**src/rtl/i2c_slave_read_byte.sv**
```systemverilog
// I2C slave byte receiver: samples 8 bits MSB first on SCL rises, drives the ACK/NACK slot,
// and aborts on any START or STOP seen mid-transfer.
module i2c_slave_read_byte (
  input  logic       clock,
  input  logic       reset,
  input  logic       go,
  input  logic       ack_en,
  input  logic       scl,
  input  logic       sda,
  output logic [7:0] data_out,
  output logic       sda_oe,
  output logic       busy,
  output logic       finish,
  output logic       error
);

  // state    | meaning
  // IDLE     | waiting for go
  // READ     | shifting in 8 data bits on scl rises
  // ACK_WAIT | byte complete, waiting for scl low to take the ACK slot
  // ACK_SLOT | sda_oe driven with ack_en until the 9th clock pulse ends
  // DONE     | one-cycle finish pulse, data_out updated
  typedef enum logic [2:0] {IDLE, READ, ACK_WAIT, ACK_SLOT, DONE} state_t;

  state_t     state, state_nxt;
  logic [1:0] scl_sync, sda_sync;
  logic [2:0] bit_cnt, bit_cnt_nxt;
  logic [7:0] shreg, shreg_nxt, data_out_nxt;
  logic       sda_oe_nxt, error_nxt;
  logic       rise_seen, rise_seen_nxt;
  logic       ack_q, ack_q_nxt;
  logic       scl_rise, scl_fall, start_det, stop_det, abort;

  // Pairs preset to 11 so an idle bus produces no edge after reset.
  always_ff @(posedge clock or posedge reset) begin
    if (reset) begin
      scl_sync <= 2'b11;
      sda_sync <= 2'b11;
    end else begin
      scl_sync <= {scl_sync[0], scl};
      sda_sync <= {sda_sync[0], sda};
    end
  end

  assign scl_rise  = (scl_sync == 2'b01);
  assign scl_fall  = (scl_sync == 2'b10);
  assign start_det = (sda_sync == 2'b10) && scl_sync[0];
  assign stop_det  = (sda_sync == 2'b01) && scl_sync[0];
  assign abort     = start_det || stop_det;

  always_ff @(posedge clock or posedge reset) begin
    if (reset) begin
      state     <= IDLE;
      bit_cnt   <= 3'd0;
      shreg     <= 8'h00;
      data_out  <= 8'h00;
      sda_oe    <= 1'b0;
      error     <= 1'b0;
      rise_seen <= 1'b0;
      ack_q     <= 1'b0;
    end else begin
      state     <= state_nxt;
      bit_cnt   <= bit_cnt_nxt;
      shreg     <= shreg_nxt;
      data_out  <= data_out_nxt;
      sda_oe    <= sda_oe_nxt;
      error     <= error_nxt;
      rise_seen <= rise_seen_nxt;
      ack_q     <= ack_q_nxt;
    end
  end

  always_comb begin
    state_nxt     = state;
    bit_cnt_nxt   = bit_cnt;
    shreg_nxt     = shreg;
    data_out_nxt  = data_out;
    sda_oe_nxt    = sda_oe;
    error_nxt     = 1'b0;
    rise_seen_nxt = rise_seen;
    ack_q_nxt     = ack_q;
    case (state)
      IDLE: begin
        sda_oe_nxt = 1'b0;
        if (go) begin
          state_nxt   = READ;
          bit_cnt_nxt = 3'd0;
          shreg_nxt   = 8'h00;
        end
      end
      READ: begin
        if (abort) begin
          state_nxt  = IDLE;
          error_nxt  = 1'b1;
          sda_oe_nxt = 1'b0;
        end else if (scl_rise) begin
          shreg_nxt   = {shreg[6:0], sda_sync[0]};
          bit_cnt_nxt = bit_cnt + 3'd1;
          if (bit_cnt == 3'd7) begin
            state_nxt = ACK_WAIT;
            ack_q_nxt = ack_en;
          end
        end
      end
      ACK_WAIT: begin
        if (abort) begin
          state_nxt  = IDLE;
          error_nxt  = 1'b1;
          sda_oe_nxt = 1'b0;
        end else if (scl_fall) begin
          state_nxt     = ACK_SLOT;
          sda_oe_nxt    = ack_q;
          rise_seen_nxt = 1'b0;
        end
      end
      ACK_SLOT: begin
        // The slot closes on the fall of the 9th pulse, not the fall that opened it.
        if (abort) begin
          state_nxt  = IDLE;
          error_nxt  = 1'b1;
          sda_oe_nxt = 1'b0;
        end else if (scl_rise) begin
          rise_seen_nxt = 1'b1;
        end else if (scl_fall && rise_seen) begin
          state_nxt    = DONE;
          sda_oe_nxt   = 1'b0;
          data_out_nxt = shreg;
        end
      end
      DONE: begin
        state_nxt = IDLE;
      end
      default: begin
        state_nxt  = IDLE;
        sda_oe_nxt = 1'b0;
      end
    endcase
  end

  assign busy   = (state != IDLE);
  assign finish = (state == DONE);

endmodule

```
**config.mk**
```make
export PLATFORM = sky130hd
export DESIGN_NAME = i2c_slave_read_byte
export DESIGN_NICKNAME = d
export VERILOG_FILES = /design/src/rtl/i2c_slave_read_byte.sv
export SDC_FILE = /design/constraint.sdc
export NUM_CORES = 1
export LEC_CHECK = 0
export CORE_UTILIZATION = 55
export CTS_BUF_LIST = sky130_fd_sc_hd__clkbuf_16
export DETAILED_ROUTE_END_ITERATION = 7
export GPL_TIMING_DRIVEN = 0
export HOLD_SLACK_MARGIN = 0.12
export PLACE_DENSITY = 0.8
export SLEW_MARGIN = 40
export SYNTH_ARGS = -nofsm -noshare
export SYNTH_HDL_FRONTEND = slang
export SYNTH_SLANG_ARGS = --single-unit
export TNS_END_PERCENT = 100
```
**constraint.sdc**
```tcl
create_clock -name clock -period 3.8 [get_ports clock]
set_clock_uncertainty 0.15 [all_clocks]
set_input_delay 0.76 -clock clock [delete_from_list [all_inputs] [get_ports clock]]
set_output_delay 0.76 -clock clock [all_outputs]
set_load 0.05 [all_outputs]
```
==> metrics, run 1 <==
outcome=finished clean; DRT Wirelength=approximately 2500 um; setup bufs post-CTS=0; synthesized flop and latch total=30; RSZ-0062 raised after global routing=no; Worst Setup Path Type=reg2out; Int Pwr=732.4 uW; Slew headroom=between 60% and 70%; GRT overflow=0; CP max stage cell=clkdlybuf4s50_1; drt wl/cell=~16 um; GRT Util Overall=around a quarter; most area-consuming cells after synthesis=dfrtp_1 48%, dfstp_2 7.8%, a22o_1 7.2%; via density per instance=5.722; final worst-path cycle share=76.51%; mapped cell area=roughly 1300 um^2; clk sink count=30; sequential group share of total power=between 30% and 40%; vias in the first global route=between 900 and 1000; Worst Setup SP=state[2]; Die Ht=51.43 um; CTS tree=done; worst-margin pin slew=approximately 0.59 ns; syn_nets=between 100 and 150; synth cell count leaders=26 x dfrtp_1, 11 x a22o_1, 8 x mux2_2; hold_buf cts=0; Initial Utilization=between 50 and 60%; final setup TNS=0 ns; Tmin final=roughly 2.9 ns; worst path cell trace=or3b_1 -> inv_1 -> clkdlybuf4s50_1; Residual DRC=0; min-delay worst type=reg2reg; Starting DRT DRC Count=14; Synth Warn #=0; die area=roughly 2600 um^2; Final Slew Violations=0; NetSw=around 260 uW; endpoints failing setup=0; Distinct cells, synth=36; Comb power frac=between 10% and 20%; Post-synth EDFFs=0; Worst Path Arrival=roughly 2.0 ns; Leakage=0.7810 nW; Reg2Reg Launch Point=sda_sync[0]; Final Hold Fails=0; synthesized area per cell=roughly 14 um^2; GP Congestion=a little over 0.8; post-synth top area cell=dfrtp_1; first-pass iteration count of the detailed router=4; crit start category=flip-flop; Row Count=17; Clock Latency Late Sink=~0.27 ns; worst min-delay path startpoint=sda_sync[0]; Synth top area share=approximately half; Max Cap Viol=0; pwr dens=slightly below 600 nW/um^2; first-pass GRT wire length=between 4000 and 5000 um; sequential area share after synthesis=a little under three fifths; Clock Root Buffer=clkbuf_16; Clock transition at path regs=0.05 ns; Post-synth ARST share=100.0%; port bufs=17; CTS buffer count=5; remaining antenna violation count=0; Layout fillers=between 150 and 200; most instantiated library cell after synthesis=dfrtp_1; Nets=130; Switching Fraction=26.33%; antenna cells=0; htree depth=2; share of layout cells above drive strength 1=27.64%; Clock Path Buffers=2; worst vdd rail ir drop=a little under 0.5 mV; largest fanout on the critical path=8; Util after Layout=75.92%; antenna violations before repair=0; area of the core=2255 um^2; clock share of power=a little over two fifths; Req. time, crit path=roughly 2.9 ns; largest net degree at the start of global routing=31; via count=about 860; num ports=18; CTS-repair resized insts=0; Critical Path Sink Type=primary output; Max Fclk=between 300 and 400 MHz; Area growth syn-to-layout=27.37%; Largest stage delay, worst path=about 0.79 ns; Die X=roughly 51 um; Synth Instances=between 90 and 100; Main synth FF type=dfrtp_1
[cells by family (layout without fill, tap and decap cells)]
family | after synthesis | count (layout) | synth area share, %
compound gates | 25 | 25 | 15.46
xor+xnor | 1 | 1 | 1.211
fa+ha+maj | 2 | 2 | 1.862
buf+inv | 8 | 33 | 3.910
flops | 30 | 30 | 56.24
mux | 10 | 10 | 8.659
simple gates | 22 | 22 | 12.66
[power by group through the flow]
| stage | clock network (mW) | registers (mW) | logic (mW) |
|---|---|---|---|
| 2_1_floorplan | 0 | 0.372 | 0.146 |
| 3_3_place_gp | 0 | 0.370 | 0.191 |
| 3_5_place_dp | 0 | 0.371 | 0.194 |
| 4_1_cts | 0.437 | 0.367 | 0.197 |
| 5_1_grt | 0.448 | 0.370 | 0.215 |
| 6_report | 0.430 | 0.367 | 0.197 |
[stage by stage]
step	setup slack, ns	hold slack [ns]	std cells	total power [mW]	area, um^2
2_1_floorplan	1.736	0.2292	98	0.5188	1344
3_3_place_gp	1.191	0.2347	143	0.5606	1549
3_5_place_dp	1.190	0.2382	143	0.5653	1549
4_1_cts	0.8845	0.2442	151	1.001	1712
5_1_grt	0.8592	0.2511	151	1.032	1712
6_report	0.8925	0.2444	151	0.9943	1712
[worst max-delay path, delay by kind of cell (launching register included)]
kind / cells / cell delay (ns)
simple gates: 1 / 0.40
buf+inv: 2 / 0.86
flops: 1 / 0.47
[per-layer routing]
metal / wire [um] / track usage (%) / vias up
met5: 0 / 0 / -
met4: 42 / 12.16 / 0
met3: 107 / 6.250 / 6
met2: 1199 / 36.58 / 23
met1: 1114 / 29.53 / 427
li1: - / - / 408
[sequential cells by signal, indices dropped and copies added, names as in the netlist]
name	count
ack_q	1
bit_cnt	3
data_out	8
error	1
rise_seen	1
scl_sync	2
sda_oe	1
sda_sync	2
shreg	8
state	3
[path summary, 6_finish.rpt]
path,end,slack (ns),cells past startpoint
max in group asynchronous,data_out[4],2.38,2
hold / removal,sda_sync[1],0.24,0
hold reg to reg,sda_sync[1],0.24,0
setup / recovery,finish,0.89,3
setup reg to reg,bit_cnt[0],2.02,4
min in group asynchronous,state[0],0.73,2
[cell usage in the layout, fill, tap and decap left out, types with 3 or more instances in the layout]
| cell | count |
|---|---|
| nor2_1 | 3 |
| o21ai_0 | 3 |
| dfrtp_1 | 26 |
| buf_6 | 3 |
| a22o_1 | 11 |
| mux2_2 | 8 |
| clkbuf_16 | 5 |
| clkdlybuf4s50_1 | 17 |
| inv_1 | 4 |
| dfstp_2 | 4 |
[cell type report]
class	instances	area, um^2	area share (%)
repair buffers	17	170.2	9.942
inverters	5	18.77	1.096
plain buffers	3	33.78	1.974
clock inverters	3	37.54	2.193
well taps	28	35.03	2.047
flip-flops and latches	30	755.7	44.15
clock buffers	5	125.1	7.310
multi-input cells	60	535.5	31.29
(Power assumes the default switching activity.)
==> run 2, diff against run 1 <==
--- a/config.mk
+++ b/config.mk
@@ -5,12 +5,12 @@
 export SDC_FILE = /design/constraint.sdc
 export NUM_CORES = 1
 export LEC_CHECK = 0
-export CORE_UTILIZATION = 55
+export CORE_UTILIZATION = 53
 export CTS_BUF_LIST = sky130_fd_sc_hd__clkbuf_16
 export DETAILED_ROUTE_END_ITERATION = 7
 export GPL_TIMING_DRIVEN = 0
 export HOLD_SLACK_MARGIN = 0.12
-export PLACE_DENSITY = 0.8
+export PLACE_DENSITY = 0.77
 export SLEW_MARGIN = 40
 export SYNTH_ARGS = -nofsm -noshare
 export SYNTH_HDL_FRONTEND = slang
==> constraint.sdc (replaced) <==
create_clock -name clock -period 2.75 [get_ports clock]
set_clock_uncertainty 0.15 [all_clocks]
set_input_delay 0.55 -clock clock [delete_from_list [all_inputs] [get_ports clock]]
set_output_delay 0.55 -clock clock [all_outputs]
set_load 0.05 [all_outputs]
==> run 2 against run 1 <==
Clock power grew 17%. Critical path depth is the same. Sequential share of layout area grew 0.59 points. Register-to-register slack lost 1.0 ns. Global-route usage shrank 2.8 points. Die area grew 3.6%. Largest cell class unchanged. Critical path type unchanged. Worst setup slack lost 0.67 ns. Clock-buffer cell count is the same. Largest power group is now registers. Highest routed layer unchanged.
==> metrics, run 2 (same netlist as run 1, synthesis figures left out) <==
Starting DRT DRC Count=15; Nets=130; FF-to-FF End=ack_q; Clock Path Buffers=2; Switching Fraction=28.12%; Final Slew Violations=0; final hold slack=around 0.24 ns; Critical Path Sink Type=primary output; Area growth syn-to-layout=25.70%; Clock transition at path regs=~0.050 ns; Residual DRC=0; num ports=18; Worst Path Arrival=between 1.5 and 2 ns; Req. time, crit path=between 2 and 2.5 ns; most common cell after layout, fill and taps aside=dfrtp_1; endpoints failing setup=0; GRT Util Overall=between 20% and 30%; Util after Layout=~74%; largest net degree at the start of global routing=31; final setup TNS=0 ns; worst-margin pin slew=a little under 0.6 ns; CP max stage cell=clkdlybuf4s50_1; Comb power frac=between 20% and 30%; Die X=around 52 um; Slew headroom=60.32%; Max Fclk=~400 MHz; setup bufs post-CTS=0; vias in the first global route=847; Layout fillers=168; Int Pwr=~920 uW; GP Congestion=between 0.8 and 0.9; GRT overflow=0; Max Cap Viol=0; drt wl/cell=approximately 16 um; hold-critical path depth=0; worst vdd rail ir drop=about 0.6 mV; Leakage=about 0.79 nW; Clock Latency Late Sink=between 0.2 and 0.3 ns; R2R setup slack=between 0.9 and 1 ns; RSZ-0062 raised after global routing=no; largest registers=data_out: 8 flops, shreg: 8 flops; NetSw=between 300 and 400 uW; Worst Setup Path Type=reg2out; Reg2Reg Launch Point=state[2]; clk sink count=30; Row Count=17; sequential group share of total power=between 30% and 40%; share of layout cells above drive strength 1=between 20% and 30%; via count=885; antenna violations before repair=0; first-pass GRT wire length=between 4000 and 5000 um; multi-input logic area=around 540 um^2; die area=~2700 um^2; via density per instance=5.861; Largest stage delay, worst path=~0.8 ns; dpl ws=~0.35 ns; remaining antenna violation count=0; placed cells=about 140; final worst-path cycle share=around 92%; cell depth of the worst flop-to-flop path=3; outcome=finished clean; CTS buffer count=5; worst min-delay path startpoint=sda_sync[0]; DRT Wirelength=2387 um; crit start category=flip-flop; antenna cells=0; Die Ht=~52 um; Initial Utilization=between 50% and 60%; first-pass iteration count of the detailed router=4; largest fanout on the critical path=8; pwr dens=756.9 nW/um^2; Tmin final=2.528 ns; CTS tree=done; Worst Slack Setup Final=~0.22 ns; port bufs=17; Clock Root Buffer=clkbuf_16; min-delay worst type=reg2reg; area of the core=between 2000 and 2500 um^2; DP HPWL=1590 um; Final Hold Fails=0; htree depth=2; Post-Layout Cell Count=151; Reg area=~760 um^2; clock share of power=about two fifths; worst path cell trace=inv_1 -> nand2_1 -> clkdlybuf4s50_1; Hold Path End=sda_sync[1]; commonest cells after routing, fill and taps aside=26 x dfrtp_1, 16 x clkdlybuf4s50_1, 11 x a22o_1, 8 x mux2_2, 5 x clkbuf_16
[run 2: cell count changes in the layout (fill, tap and decap cells not counted), sizes merged]
cell	change
clkdlybuf4s50	-1
bufinv	-1
clkinv	+1
dlymetal6s2s	+1
[run 2: critical path: cells and delay by family (launching register included)]
kind | cells | cell delay [ns]
and+or+nand+nor | 1 | 0.11
DFF | 1 | 0.49
buffers and inverters | 2 | 0.94
[run 2: timing repair]
item / CTS / global route
setup endpoints to repair: 0 / 1
hold buffers: 0 / 0
hold endpoints to repair: 0 / 0
resized for setup: 0 / 1
[run 2: routing by layer]
metal	vias up	GRT usage (%)	wire length [um]	share of wire (%)
met5	-	0	0	0
met4	0	5.263	17	0.71
met3	3	7.536	145	6.1
met2	26	29.75	1108	46
met1	446	29.17	1115	47
li1	410	-	-	-
[run 2: worst max path at each step]
stage / startpoint / endpoint / slack, ns / cells after the start
after global placement: state[1] / finish / 0.35 / 4
after floorplan: state[1] / finish / 0.90 / 3
after CTS: state[2] / finish / 0.05 / 3
after detailed placement: state[1] / finish / 0.35 / 4
after global routing: state[0] / busy / 0.17 / 4
final: state[2] / busy / 0.22 / 3
[run 2: power by group through the flow]
stage,clock [mW],sequential (mW),combinational [mW]
after global placement,0,0.511,0.264
after detailed placement,0,0.514,0.270
after global routing,0.526,0.513,0.296
after CTS,0.508,0.508,0.270
after floorplan,0,0.515,0.202
final,0.501,0.507,0.270
[run 2: layout make-up]
class | count | share of cell area (%)
flip-flops and latches | 30 | 44.74
clock inverters | 3 | 0.7407
clock buffers | 5 | 7.407
multi-input cells | 60 | 31.70
plain buffers | 3 | 2.000
well taps | 28 | 2.074
inverters | 5 | 1.111
repair buffers | 17 | 10.22
[run 2: stage by stage]
step | power [mW] | cell area, um^2
2_1_floorplan | 0.7169 | 1344
3_3_place_gp | 0.7753 | 1549
3_5_place_dp | 0.7839 | 1549
4_1_cts | 1.286 | 1687
5_1_grt | 1.335 | 1689
6_report | 1.278 | 1689
==> RTL edit, RTL diff (settings of run 2) <==
The 5 states of `state_t` get a one-hot encoding in 5 bits.
--- a/src/rtl/i2c_slave_read_byte.sv
+++ b/src/rtl/i2c_slave_read_byte.sv
@@ -22,3 +22,3 @@
   // DONE     | one-cycle finish pulse, data_out updated
-  typedef enum logic [2:0] {IDLE, READ, ACK_WAIT, ACK_SLOT, DONE} state_t;
+  typedef enum logic [4:0] {IDLE = 5'b00001, READ = 5'b00010, ACK_WAIT = 5'b00100, ACK_SLOT = 5'b01000, DONE = 5'b10000} state_t;
 
Formal check against the unedited RTL: same outputs for any inputs over 10 cycles, from zero or initial values and one cycle with reset high; not proved beyond that.
==> RTL edit against run 2 <==
Synthesized area increased by 11%. Total power is 3.5% higher. Synthesized cell count is 31% higher. Setup slack got worse by 0.067 ns. Sequential power grew 6.9%. Critical path depth is 1 higher. Register-to-register slack got worse by 0.12 ns. Design area grew 8.6%. Sequential cell count is 2 higher. Routed wire length up 11%. Critical path type unchanged.
==> RTL edit: results (changes against run 2) <==
[status]
status = completed

[global_route]
grt_pass1_wl_mm = 4.26  ; +6.0%
track_usage = 0.211  ; +0.00474
grt_pass1_vias = 925  ; +9.2%

[placement]
dp_hpwl_mm = 1.74  ; +9.6%
dp_cells = 175  ; +22%
place_congestion = 0.805  ; -1.8%

[power_and_ir_drop]
p_leak_uw = 0.000837  ; +6.0%
ir_drop_mv = 0.713  ; +19%

[critical_path]
crit_fanout = 6  ; -2
ff2ff_path_depth = 5  ; +2
r2r_slack_ns = 0.87  ; -0.12 ns
reg2reg_from = sda_sync[0]$_DFF_PP1_
cp_slowest_cell = clkdlybuf4s50_1

[synthesis]
netlist_top_cells_count = 27 x dfrtp_1, 16 x nand2_1, 12 x inv_1, 12 x mux2i_1, 8 x mux2_4
ys_seq_area_frac = 0.543  ; -0.0195
synth_cell_types = 33  ; -8.3%
syn_nets = 136  ; +28%
synth.area.top_cells = dfrtp_1 45%, dfstp_2 8.8%, mux2i_1 8.1%
synth_fa_ha_area_frac = 0.0168  ; -0.00179
synth_edf_count = 0  ; unchanged
synth-compound-area-share = 0.0505  ; -0.104
avgSynthCellArea_um2 = 11.6  ; -15%
synth_mux_area_frac = 0.169  ; +0.0826
synth_xor_area_frac = 0.0118  ; -0.000320

[detailed_routing]
dr_total_vias = 981  ; +11%
drt-total-wl_mm = 2.66  ; +11%
drt-initial-drc-count = 13  ; -2
post_drt_via_cell_ratio = 5.36  ; -8.5%

[final_layout]
nets = 160  ; +23%
largestRegisters = data_out x8, shreg x8, state x5

[clock_network]
cts_buffers = 5  ; unchanged

==> RTL edit: changes by cell type in the layout (fill, tap and decap cells not counted), sizes merged, moves of 3 or more <==
cell           run 2  this run
and3               1         4
inv                6        13
a22o              11         1
nand3              0         3
nand2              2        19
nor2               4         8
a211oi             3         0
mux2i              0        12
==> RTL edit: cell families (layout without fill, tap and decap cells) <==
| family | after synthesis | in the layout |
|---|---|---|
| xor gates and xnor gates | 2 | 2 |
| buffers and inverters | 16 | 41 |
| muxes | 21 | 21 |
| and+or+nand+nor | 44 | 44 |
| DFF | 32 | 32 |
| adders and majority gates | 2 | 2 |
| AOI/OAI and AO/OA | 11 | 11 |
==> RTL edit: where the power goes <==
part,switching [uW],internal (uW),total [uW],leakage (uW)
Combinational,153,112,265,0.000342
Clock,189,328,516,0.0000687
Sequential,34.4,507,542,0.000426
==> RTL edit: area by class of cell <==
class / count / area share
clock inverter: 3 / 0.00819
clock buffer: 5 / 0.0682
sequential: 32 / 0.440
inverter: 12 / 0.0246
tap: 30 / 0.0205
timing repair buffer: 17 / 0.0928
multi-input combinational: 80 / 0.325
buffer: 4 / 0.0211
==> RTL edit: layer usage <==
metal,vias up,track usage,wire length [um]
li1,476,-,-
met1,478,0.282,1220
met2,23,0.309,1290
met3,4,0.0847,109
met4,0,0.0708,32
met5,-,0,0
==> RTL edit: per-stage QoR <==
stage	cell area (um2)	utilization	hold slack, ns	worst slack (ns)
2_1_floorplan	1490	-	0.217	0.750
3_3_place_gp	1690	0.660	0.223	0.484
3_5_place_dp	1690	0.660	0.229	0.448
4_1_cts	1830	0.714	0.236	0.149
5_1_grt	1830	0.714	0.239	0.0503
6_report	1830	0.714	0.234	0.155
==> RTL edit: how the worst max path moves through the flow <==
stage / cells past startpoint / slack [ns] / endpoint / from
after detailed placement: 4 / 0.45 / finish / state[2]$_DFFE_PP0P_
after global routing: 4 / 0.05 / finish / state[2]$_DFFE_PP0P_
after floorplan: 3 / 0.75 / finish / state[2]$_DFFE_PP0P_
after global placement: 4 / 0.48 / finish / state[2]$_DFFE_PP0P_
final: 4 / 0.15 / finish / state[2]$_DFFE_PP0P_
after CTS: 4 / 0.15 / finish / state[2]$_DFFE_PP0P_
